**src/rtl/dma_s2mm_writer.sv**
```systemverilog
// Stream-to-memory DMA channel: writes each accepted AXI-stream beat into
// consecutive line-SRAM words starting at a commanded base address.
module dma_s2mm_writer #(
    parameter int DATA_W = 64,
    parameter int ADDR_W = 9,
    parameter int LEN_W  = 9
) (
    input  logic              clk,
    input  logic              rst_n,
    input  logic              cmd_valid_i,
    output logic              cmd_ready_o,
    input  logic [ADDR_W-1:0] cmd_base_i,
    input  logic [LEN_W-1:0]  cmd_len_i,
    input  logic              abort_i,
    input  logic [DATA_W-1:0] s_tdata_i,
    input  logic              s_tvalid_i,
    input  logic              s_tlast_i,
    output logic              s_tready_o,
    output logic              mem_wr_o,
    output logic [ADDR_W-1:0] mem_addr_o,
    output logic [DATA_W-1:0] mem_data_o,
    output logic              busy_o,
    output logic              done_o,
    output logic              err_o
);

    typedef enum logic [1:0] {IDLE, RECV, DRAIN, DONE} state_t;

    state_t            state;
    logic [ADDR_W-1:0] base_q;
    logic [LEN_W-1:0]  len_q;
    logic [LEN_W-1:0]  count;
    logic              beat;
    logic              cmd_accept;
    logic              final_beat;

    // Handshake outputs decode straight from the state register.
    assign cmd_ready_o = (state == IDLE);
    assign s_tready_o  = (state == RECV) || (state == DRAIN);
    assign busy_o      = (state != IDLE);
    assign done_o      = (state == DONE);

    assign beat       = s_tvalid_i & s_tready_o;
    assign cmd_accept = cmd_valid_i & cmd_ready_o;
    assign final_beat = (count == len_q - LEN_W'(1));

    always_ff @(posedge clk or negedge rst_n) begin
        if (!rst_n) begin
            state      <= IDLE;
            base_q     <= '0;
            len_q      <= '0;
            count      <= '0;
            mem_wr_o   <= 1'b0;
            mem_addr_o <= '0;
            mem_data_o <= '0;
            err_o      <= 1'b0;
        end else begin
            mem_wr_o <= 1'b0;
            // A beat taken in RECV is always written, even alongside an abort.
            if (state == RECV && beat) begin
                mem_wr_o   <= 1'b1;
                mem_addr_o <= base_q + ADDR_W'(count);
                mem_data_o <= s_tdata_i;
                count      <= count + LEN_W'(1);
            end
            if (abort_i) begin
                state <= IDLE;
            end else begin
                case (state)
                    IDLE: begin
                        if (cmd_accept) begin
                            base_q <= cmd_base_i;
                            len_q  <= cmd_len_i;
                            count  <= '0;
                            err_o  <= 1'b0;
                            state  <= (cmd_len_i != '0) ? RECV : DONE;
                        end
                    end
                    RECV: begin
                        if (beat) begin
                            if (final_beat) begin
                                if (s_tlast_i) begin
                                    state <= DONE;
                                end else begin
                                    err_o <= 1'b1;
                                    state <= DRAIN;
                                end
                            end else if (s_tlast_i) begin
                                err_o <= 1'b1;
                                state <= DONE;
                            end
                        end
                    end
                    DRAIN: begin
                        if (beat && s_tlast_i) begin
                            state <= DONE;
                        end
                    end
                    DONE:    state <= IDLE;
                    default: state <= IDLE;
                endcase
            end
        end
    end

endmodule

```
**config.mk**
```make
export PLATFORM = sky130hd
export DESIGN_NAME = dma_s2mm_writer
export DESIGN_NICKNAME = d
export VERILOG_FILES = /design/src/rtl/dma_s2mm_writer.sv
export SDC_FILE = /design/constraint.sdc
export NUM_CORES = 1
export LEC_CHECK = 0
export CAP_MARGIN = 20
export CORE_ASPECT_RATIO = 0.5
export CORE_MARGIN = 4
export CORE_UTILIZATION = 49
export CTS_CLUSTER_DIAMETER = 150
export DETAILED_ROUTE_END_ITERATION = 16
export PLACE_DENSITY = 0.86
export SLEW_MARGIN = 15
export SYNTH_ARGS = -nofsm -noshare
export SYNTH_HDL_FRONTEND = slang
export SYNTH_SLANG_ARGS = --single-unit
export TNS_END_PERCENT = 20
```
**constraint.sdc**
```tcl
create_clock -name clk -period 6.2 [get_ports clk]
set_clock_uncertainty 0.15 [all_clocks]
set_input_delay 1.24 -clock clk [delete_from_list [all_inputs] [get_ports clk]]
set_output_delay 1.24 -clock clk [all_outputs]
set_load 0.05 [all_outputs]
```
== After elaboration in Yosys (flattened, before gate mapping) ==
Cells that the tools add are included.

* Equal/unequal tests: 12
* Shifts and indexed selects: 0
* Multiply operators: 0
* Add/sub/neg operators: 3
* Reductions and logical operators: 10
* Bitwise logic cells: 3
* Order comparisons: 0
* Div/mod/pow operators: 0
* Multiplexer cells: 20

{| class="wikitable"
|+ Operator list
! operator !! number
|-
| $mux 9 || 4
|-
| $mux 2 || 7
|-
| $add 9x1->9 const B || 1
|-
| $add 9x9->9 || 1
|-
| $eq 9x9->1 || 1
|-
| $ne 3x3->1 const B || 3
|-
| $reduce_bool 9->1 || 1
|-
| $sub 9x1->9 const B || 1
|-
| $pmux 2 s4 || 1
|-
| $mux 1 || 7
|-
| $reduce_and 6->1 || 1
|-
| $eq 2x2->1 const B || 2
|-
| $ne 4x4->1 const B || 1
|-
| $reduce_and 4->1 || 1
|-
| $reduce_bool 2->1 || 2
|-
| $ne 3x1->1 const B || 1
|-
| $ne 3x2->1 const B || 1
|-
| $reduce_and 3->1 || 1
|-
| $and 1x1->1 || 2
|-
| $eq 2x1->1 const B || 1
|-
| $logic_and 1x1->1 || 2
|-
| $logic_not 2->1 || 1
|-
| $ne 2x1->1 const B || 1
|-
| $ne 2x2->1 const B || 1
|-
| 3 further kinds || 3
|}

* Logic and storage cells: 56
* Input bits: 88
* Memories: 0
* Output and inout port bits: 79
* Memory bits (writable): 0
* Bits in read-only memories: 0
* Register bits: 104
* Bits in latches: 0

== Depth between registers and ports, before layout ==
Gate-level depths: netlist (run 1).

* Depth in word-level cells: 8
* Mapped depth: 9
* Mapped depth without buffers: 9

== Worst setup path after synthesis (run 1) ==
OpenSTA, ideal clock, no wires.

* Kind: reg2out
* Start point: register state[0]
* End point: output busy_o
* Cell stages (with the launch flop): 4
* Buffers on the path: 0
* Setup slack: 3.415 ns
* Data arrival time: 1.395 ns
* Cells stage by stage: dfrtp_1 inv_1 ha_1 inv_1

* Longest elaborated chain between the ends: 1

{| class="wikitable"
|+ RTL lines
! what !! RTL line !! text
|-
| start, declared || 29 || <nowiki>state_t state;</nowiki>
|-
| start signal, assigned || 76 || <nowiki>state <= (cmd_len_i != '0) ? RECV : DONE;</nowiki>
|-
| $reduce_bool 2->1 || 40 || <nowiki>assign busy_o = (state != IDLE);</nowiki>
|-
| end, declared || 22 || <nowiki>output logic busy_o,</nowiki>
|}

Every way passes these cells.

== Worst setup path after layout (run 1) ==
Same ends and word-level chain as after synthesis.

==> results.py, run 1 <==
metrics = {
    "critical_path": {
        "cp-start-kind": "flop",
        "critPathArrivalTime_ns": 2.05,
        "cp_slowest_cell": "clkdlybuf4s50_1",
        "path_buf_inv": 3,
        "timing.critical_path.mode_cell": "inv_1",
        "worst_path_dominant_cell_family": "buffers and inverters",
        "crit_path_end_kind": "primary output",
        "cp_num_cells": 4,
        "ff2ff_setup_slack_ns": 3.41,
        "number_of_cells_on_the_worst_reg_to_reg_path": 9,
        "criticalPathCategory": "reg -> out",
        "cpPeakStageDelay_ns": 0.81,
        "worst-endpoint-required_ns": 4.81,
        "critical_path_peak_fanout": 5,
        "path_cells": "inv_1 -> ha_1 -> inv_1 -> clkdlybuf4s50_1",
    },
    "final_layout": {
        "layout.cell_area.non_filler_um2": 6920,
        "area_growth_pct": 43.0,
        "end_of_flow_core_utilization_pct": 72.5,
        "mostFrequentLayoutCell": "nand2_1",
        "insertedDiodeCount": 0,
        "fraction_of_final_layout_cells_sized_beyond_drive_strength_1_pct": 4.20,
        "finish.cell_count_without_fillers": 850,
        "most-common-layout-cells": "nand2_1 (261), clkdlybuf4s50_1 (165), dfrtp_1 (104), nor2_1 (17), o21ai_0 (16)",
        "final_nets": 814,
    },
    "logic_synthesis": {
        "synth-warning-count": 0,
        "portion_of_synthesized_cell_area_occupied_by_the_leading_cell_type_pct": 53.8,
        "post_synthesis_area_per_instance_um2": 8.72,
        "synthFlopType": "dfrtp_1",
        "synth.lib_cells_used.distinct": 47,
        "ys_seq_area_share_pct": 53.8,
        "cell_types_with_the_largest_area_share_after_synthesis": "dfrtp_1 (54%), nand2_1 (20%), ha_1 (3.9%), xor2_1 (2.2%), clkbuf_1 (1.7%)",
        "postSynth.asyncResetShare_pct": 100,
        "synth_top_cell_by_area": "dfrtp_1",
        "ys_ff_latch": 104,
        "synthesis.instances": 555,
        "synth-edff-count": 0,
        "synthesis.area_um2": 4840,
        "synth_fp_nets": 659,
    },
    "sta": {
        "worst-slew-pin-transition_ns": 0.849,
        "final.setup.tns_ns": 0,
        "fin_worst_hold_slack_ns": 0.325,
        "final_max_slew_viol_count": 0,
        "fmax_mhz": 291,
        "grt_setup_unrepaired": "no",
        "max_slew_margin_pct": 43.4,
        "finalWorstPathRequiredPeriod_ns": 3.44,
        "setup_ws_ns": 2.76,
        "finalCritPeriodShare_pct": 55.5,
        "setup_viol": 0,
        "hold_violations": 0,
    },
    "clocking": {
        "path_clk_slew_ns": 0.07,
        "clk_path_buf_depth": 2,
        "cts-buffers-inserted": 9,
        "number_of_hold_buffers_added_after_cts": 0,
        "cts_sinks": 104,
        "root_buffer": "clkbuf_16",
        "cts_post_setup_buffers_inserted": 0,
        "cts_resized": 0,
        "h-tree-depth": 3,
        "cts_tree": "built",
        "clock_insertion_delay_worst_skew_ns": 0.34,
    },
    "power": {
        "total_leakage_power_nw": 3.31,
        "ir_worst_vdd_v": 0.000319,
        "pwr_density_cell_nw_per_um2": 556,
        "total_power_mw": 3.85,
    },
    "run_status": {
        "run_status": "finished clean",
    },
    "drt": {
        "initialDrtViolationCount": 283,
        "detail_route.vias_per_cell": 5.09,
        "drt-wirelength-per-cell_um": 14.8,
        "routed_wire_length_mm": 12.6,
        "ant_nets": 0,
        "routed-via-count": 4326,
        "route.detailed.drc": 0,
        "firstDrtPassIters": 5,
    },
    "hold_path": {
        "worst_hold_path.num_cells": 2,
        "hp-class": "reg -> reg",
    },
    "global_routing": {
        "grt_util_all_layers_pct": 22.6,
        "grt_start_max_net_pins": 85,
        "global_route_wire_length_before_repair_mm": 21.2,
        "grt_antenna_before_repair": 0,
        "grt_pass1_vias": 4385,
        "overflow": 0,
    },
    "floorplan": {
        "die_x_extent_um": 149,
        "placementRows": 25,
        "die_y_um": 78.3,
        "floorplan.initialDensity_pct": 50.7,
        "core-area_um2": 9540,
        "die_area_um2": 11600,
        "top_level_ports": 167,
    },
    "placed_design": {
        "io_buffers": 166,
        "hpwl_mm": 9.01,
        "weighted_congestion_reported_at_the_end_of_routability_driven_placement": 0.801,
        "post-place-cells": 834,
        "pre_cts_slack_ns": 2.51,
        "dpl_cell_area_um2": 6600,
    },
    "job": {
        "drv.max_cap_violation_count": 0,
    },
}
[layout make-up]
class                           instances  area (µm²)
Timing Repair Buffer                  169        1680
Fill cell                             716        2620
Clock buffer                           11         253
Clock inverter                          5        63.8
Multi-Input combinational cell        414        2100
Sequential cell                       104        2600
Tap cell                              135         169
Inverter                               12        45.0
[metal layers]
layer	GRT usage, %	up-vias	wire length, µm
met2	38.6	109	6400
met3	6.17	28	574
met1	28.5	2099	5250
met5	0	-	0
li1	-	2090	-
met4	6.82	0	367
[flip-flops by register name, indices dropped and copies added, names as in the netlist]
register and flops:
state 2, mem_wr_o 1, err_o 1, mem_data_o 64
base_q 9, len_q 9, mem_addr_o 9, count 9
[final timing paths]
kind | from | end
hold / removal | mem_data_o[9] | mem_data_o[9]
setup reg to reg | state[1] | mem_addr_o[7]
min in group asynchronous | rst_n | mem_data_o[34]
max in group asynchronous | rst_n | mem_data_o[5]
hold reg to reg | mem_data_o[9] | mem_data_o[9]
setup / recovery | state[0] | busy_o
[cell usage after synthesis (all sizes together), types with 2 or more instances]
master / instances
nand3: 3
nand2: 262
a21oi: 8
or2: 4
nor3b: 5
or3: 5
or4: 2
a211o: 5
a31oi: 4
xnor2: 7
nor4: 4
nand4: 8
nor2: 18
nor2b: 2
o21bai: 2
clkbuf: 22
xor2: 13
ha: 15
o21ai: 16
nor3: 5
nand2b: 3
buf: 3
and2: 3
inv: 12
nand3b: 4
a211oi: 2
dfrtp: 104
[report_power, final]
part | switching, mW | leakage (nW) | internal, mW | total [mW]
sequential | 0.199 | 1.31 | 0.964 | 1.16
clock | 0.255 | 0.146 | 0.338 | 0.593
combinational | 1.39 | 1.85 | 0.699 | 2.09
total | 1.85 | 3.31 | 2.00 | 3.85
[cell families after synthesis]
group | count (synthesis) | share of synthesized area [%]
AO/OA/AOI/OAI | 48 | 6.62
XOR/XNOR | 20 | 3.77
adder cells (fa/ha/maj) | 16 | 4.29
buffers and inverters | 37 | 2.95
flip-flops | 104 | 53.8
AND/OR/NAND/NOR | 330 | 28.6
[tightest hold or removal path: stages, from the launching register on]
cell,delay (ns)
dfrtp_1,0.34
nand2_1,0.05
nand2_1,0.05
No activity file was read; power rests on OpenSTA's default activity.
==> inputs of run 2 (changes only) <==
--- a/config.mk
+++ b/config.mk
@@ -8,10 +8,10 @@
 export CAP_MARGIN = 20
 export CORE_ASPECT_RATIO = 0.5
 export CORE_MARGIN = 4
-export CORE_UTILIZATION = 49
+export CORE_UTILIZATION = 41
 export CTS_CLUSTER_DIAMETER = 150
 export DETAILED_ROUTE_END_ITERATION = 16
-export PLACE_DENSITY = 0.86
+export PLACE_DENSITY = 0.76
 export SLEW_MARGIN = 15
 export SYNTH_ARGS = -nofsm -noshare
 export SYNTH_HDL_FRONTEND = slang
==> constraint.sdc (replaced) <==
create_clock -name clk -period 3.15 [get_ports clk]
set_clock_uncertainty 0.15 [all_clocks]
set_input_delay 0.63 -clock clk [delete_from_list [all_inputs] [get_ports clk]]
set_output_delay 0.63 -clock clk [all_outputs]
set_load 0.05 [all_outputs]
==> run 2 against run 1 <==
  * Clock power grew 110%
  * Via count shrank 1.0%
  * Register-to-register slack lost 2.7 ns
  * Sequential share of layout area shrank 0.40 points
  * Final area grew 1.1%
  * Non-clock buffer count grew 5
  * Critical path depth shrank 1
  * Die area grew 18%
  * Global-route usage shrank 2.9 points
  * Hold slack lost 0.20 ns
  * Critical path type unchanged
  * Critical endpoint is now s_tready_o
==> results.py, run 2 (synthesized netlist as in run 1, its figures left out) <==
metrics = {
    "global_routing": {
        "grt_util_all_layers_pct": 19.7,
        "grt_pass1_vias": 4396,
        "global_route_wire_length_before_repair_mm": 21.8,
        "overflow": 0,
        "grt_antenna_before_repair": 0,
        "grt_start_max_net_pins": 52,
    },
    "clocking": {
        "clk_path_buf_depth": 2,
        "cts_resized": 0,
        "h-tree-depth": 3,
        "cts_post_setup_buffers_inserted": 0,
        "cts_tree": "built",
        "root_buffer": "clkbuf_16",
        "clock_insertion_delay_worst_skew_ns": 0.34,
        "path_clk_slew_ns": 0.07,
        "cts_sinks": 104,
        "cts-buffers-inserted": 9,
        "number_of_hold_buffers_added_after_cts": 0,
    },
    "critical_path": {
        "ff2ff_setup_slack_ns": 0.67,
        "crit_path_end_kind": "primary output",
        "number_of_cells_on_the_worst_reg_to_reg_path": 9,
        "worst_path_dominant_cell_family": "buffers and inverters",
        "path_buf_inv": 2,
        "cp_slowest_cell": "clkdlybuf4s50_1",
        "path_cells": "inv_1 -> ha_1 -> clkdlybuf4s50_1",
        "regToRegStartpoint": "count[0]",
        "critical_path_peak_fanout": 5,
        "cpPeakStageDelay_ns": 0.82,
        "cp-start-kind": "flop",
        "cp_num_cells": 3,
        "worst-endpoint-required_ns": 2.37,
        "critPathArrivalTime_ns": 2.07,
        "criticalPathCategory": "reg -> out",
        "reg2reg_to": "mem_addr_o[8]",
    },
    "job": {
        "drv.max_cap_violation_count": 0,
    },
    "final_layout": {
        "multi_input_comb_area_um2": 2100,
        "mostFrequentLayoutCell": "nand2_1",
        "most-common-layout-cells": "nand2_1 (261), clkdlybuf4s50_1 (165), dfrtp_1 (104), nor2_1 (17), o21ai_0 (16)",
        "fraction_of_final_layout_cells_sized_beyond_drive_strength_1_pct": 4.86,
        "final-seq-area_um2": 2600,
        "registers.top_by_ff_count": "mem_data_o",
        "area_growth_pct": 44.5,
        "insertedDiodeCount": 0,
        "fillCellCount": 968,
        "final_nets": 819,
        "largest_register_ffs": 64,
        "end_of_flow_core_utilization_pct": 62.2,
    },
    "floorplan": {
        "core-area_um2": 11200,
        "placementRows": 27,
        "top_level_ports": 167,
        "die_x_extent_um": 162,
        "die_area_um2": 13700,
        "floorplan.initialDensity_pct": 43.0,
        "die_y_um": 84.8,
    },
    "sta": {
        "final_max_slew_viol_count": 0,
        "max_slew_margin_pct": 61.5,
        "finalWorstPathRequiredPeriod_ns": 2.85,
        "finalCritPeriodShare_pct": 90.5,
        "worst-slew-pin-transition_ns": 0.576,
        "setup_viol": 0,
        "fin_worst_hold_slack_ns": 0.124,
        "hold_violations": 0,
        "final.setup.tns_ns": 0,
        "grt_setup_unrepaired": "no",
        "fmax_mhz": 351,
    },
    "power": {
        "netSwitchingPower_mw": 3.65,
        "power.internal_mw": 4.01,
        "clock_power_share_pct": 16.0,
        "ir_worst_vdd_v": 0.000551,
        "power.share.sequential_pct": 29.9,
        "total_leakage_power_nw": 3.35,
        "p_sw_share_pct": 47.6,
        "pwr_density_cell_nw_per_um2": 1090,
        "power.combinational.fraction_pct": 54.1,
    },
    "placed_design": {
        "weighted_congestion_reported_at_the_end_of_routability_driven_placement": 0.851,
        "io_buffers": 166,
        "hpwl_mm": 9.81,
    },
    "hold_path": {
        "hp-class": "in -> async",
    },
    "drt": {
        "route.detailed.drc": 0,
        "firstDrtPassIters": 5,
        "ant_nets": 0,
        "detail_route.vias_per_cell": 4.87,
        "drt-wirelength-per-cell_um": 15.0,
        "initialDrtViolationCount": 244,
        "routed_wire_length_mm": 13.2,
        "routed-via-count": 4282,
    },
    "run_status": {
        "run_status": "finished clean",
    },
}
==> run 2: power groups by stage <==
| stage | combinational (mW) | sequential, mW | clock, mW |
|---|---|---|---|
| 6_report | 4.14 | 2.29 | 1.22 |
| 5_1_grt | 4.43 | 2.37 | 1.32 |
| 4_1_cts | 4.18 | 2.29 | 1.26 |
| 3_5_place_dp | 4.18 | 2.30 | 0 |
| 3_3_place_gp | 4.10 | 2.29 | 0 |
| 2_1_floorplan | 1.25 | 3.77 | 0 |
==> run 2: through the flow <==
step                instance area, µm²  total power, mW  worst slack (ns)  std cells
global route                      6990             8.12             0.226        879
finish                            6990             7.65             0.300        879
global placement                  6670             6.39             0.638        863
CTS                               6990             7.74             0.303        879
detailed placement                6670             6.48             0.628        863
floorplan                         4840             5.02             0.756        555
==> run 2: final cells by class <==
| class | count | area share (%) |
|---|---|---|
| Multi-Input combinational cell | 414 | 30.0 |
| Clock buffer | 10 | 3.42 |
| Tap cell | 159 | 2.84 |
| Clock inverter | 6 | 1.29 |
| Inverter | 12 | 0.644 |
| Sequential cell | 104 | 37.2 |
| Timing Repair Buffer | 174 | 24.6 |
==> run 2: routing by layer <==
metal | track usage [%] | share of wire (%) | wire, µm | vias to the layer above
li1 | - | - | - | 2100
met1 | 23.4 | 42 | 5480 | 2060
met2 | 35.1 | 52 | 6790 | 100
met3 | 5.43 | 4.5 | 597 | 22
met4 | 6.75 | 2.4 | 313 | 0
met5 | 0 | 0 | 0 | -
==> run 2: how the worst max path moves through the flow <==
stage	startpoint	endpoint	slack (ns)
after floorplan	state[0]	state[0]	0.76
after global placement	s_tvalid_i	mem_addr_o[2]	0.64
after detailed placement	s_tvalid_i	mem_addr_o[2]	0.63
after CTS	state[0]	s_tready_o	0.30
after global routing	state[0]	s_tready_o	0.23
final	state[0]	s_tready_o	0.30
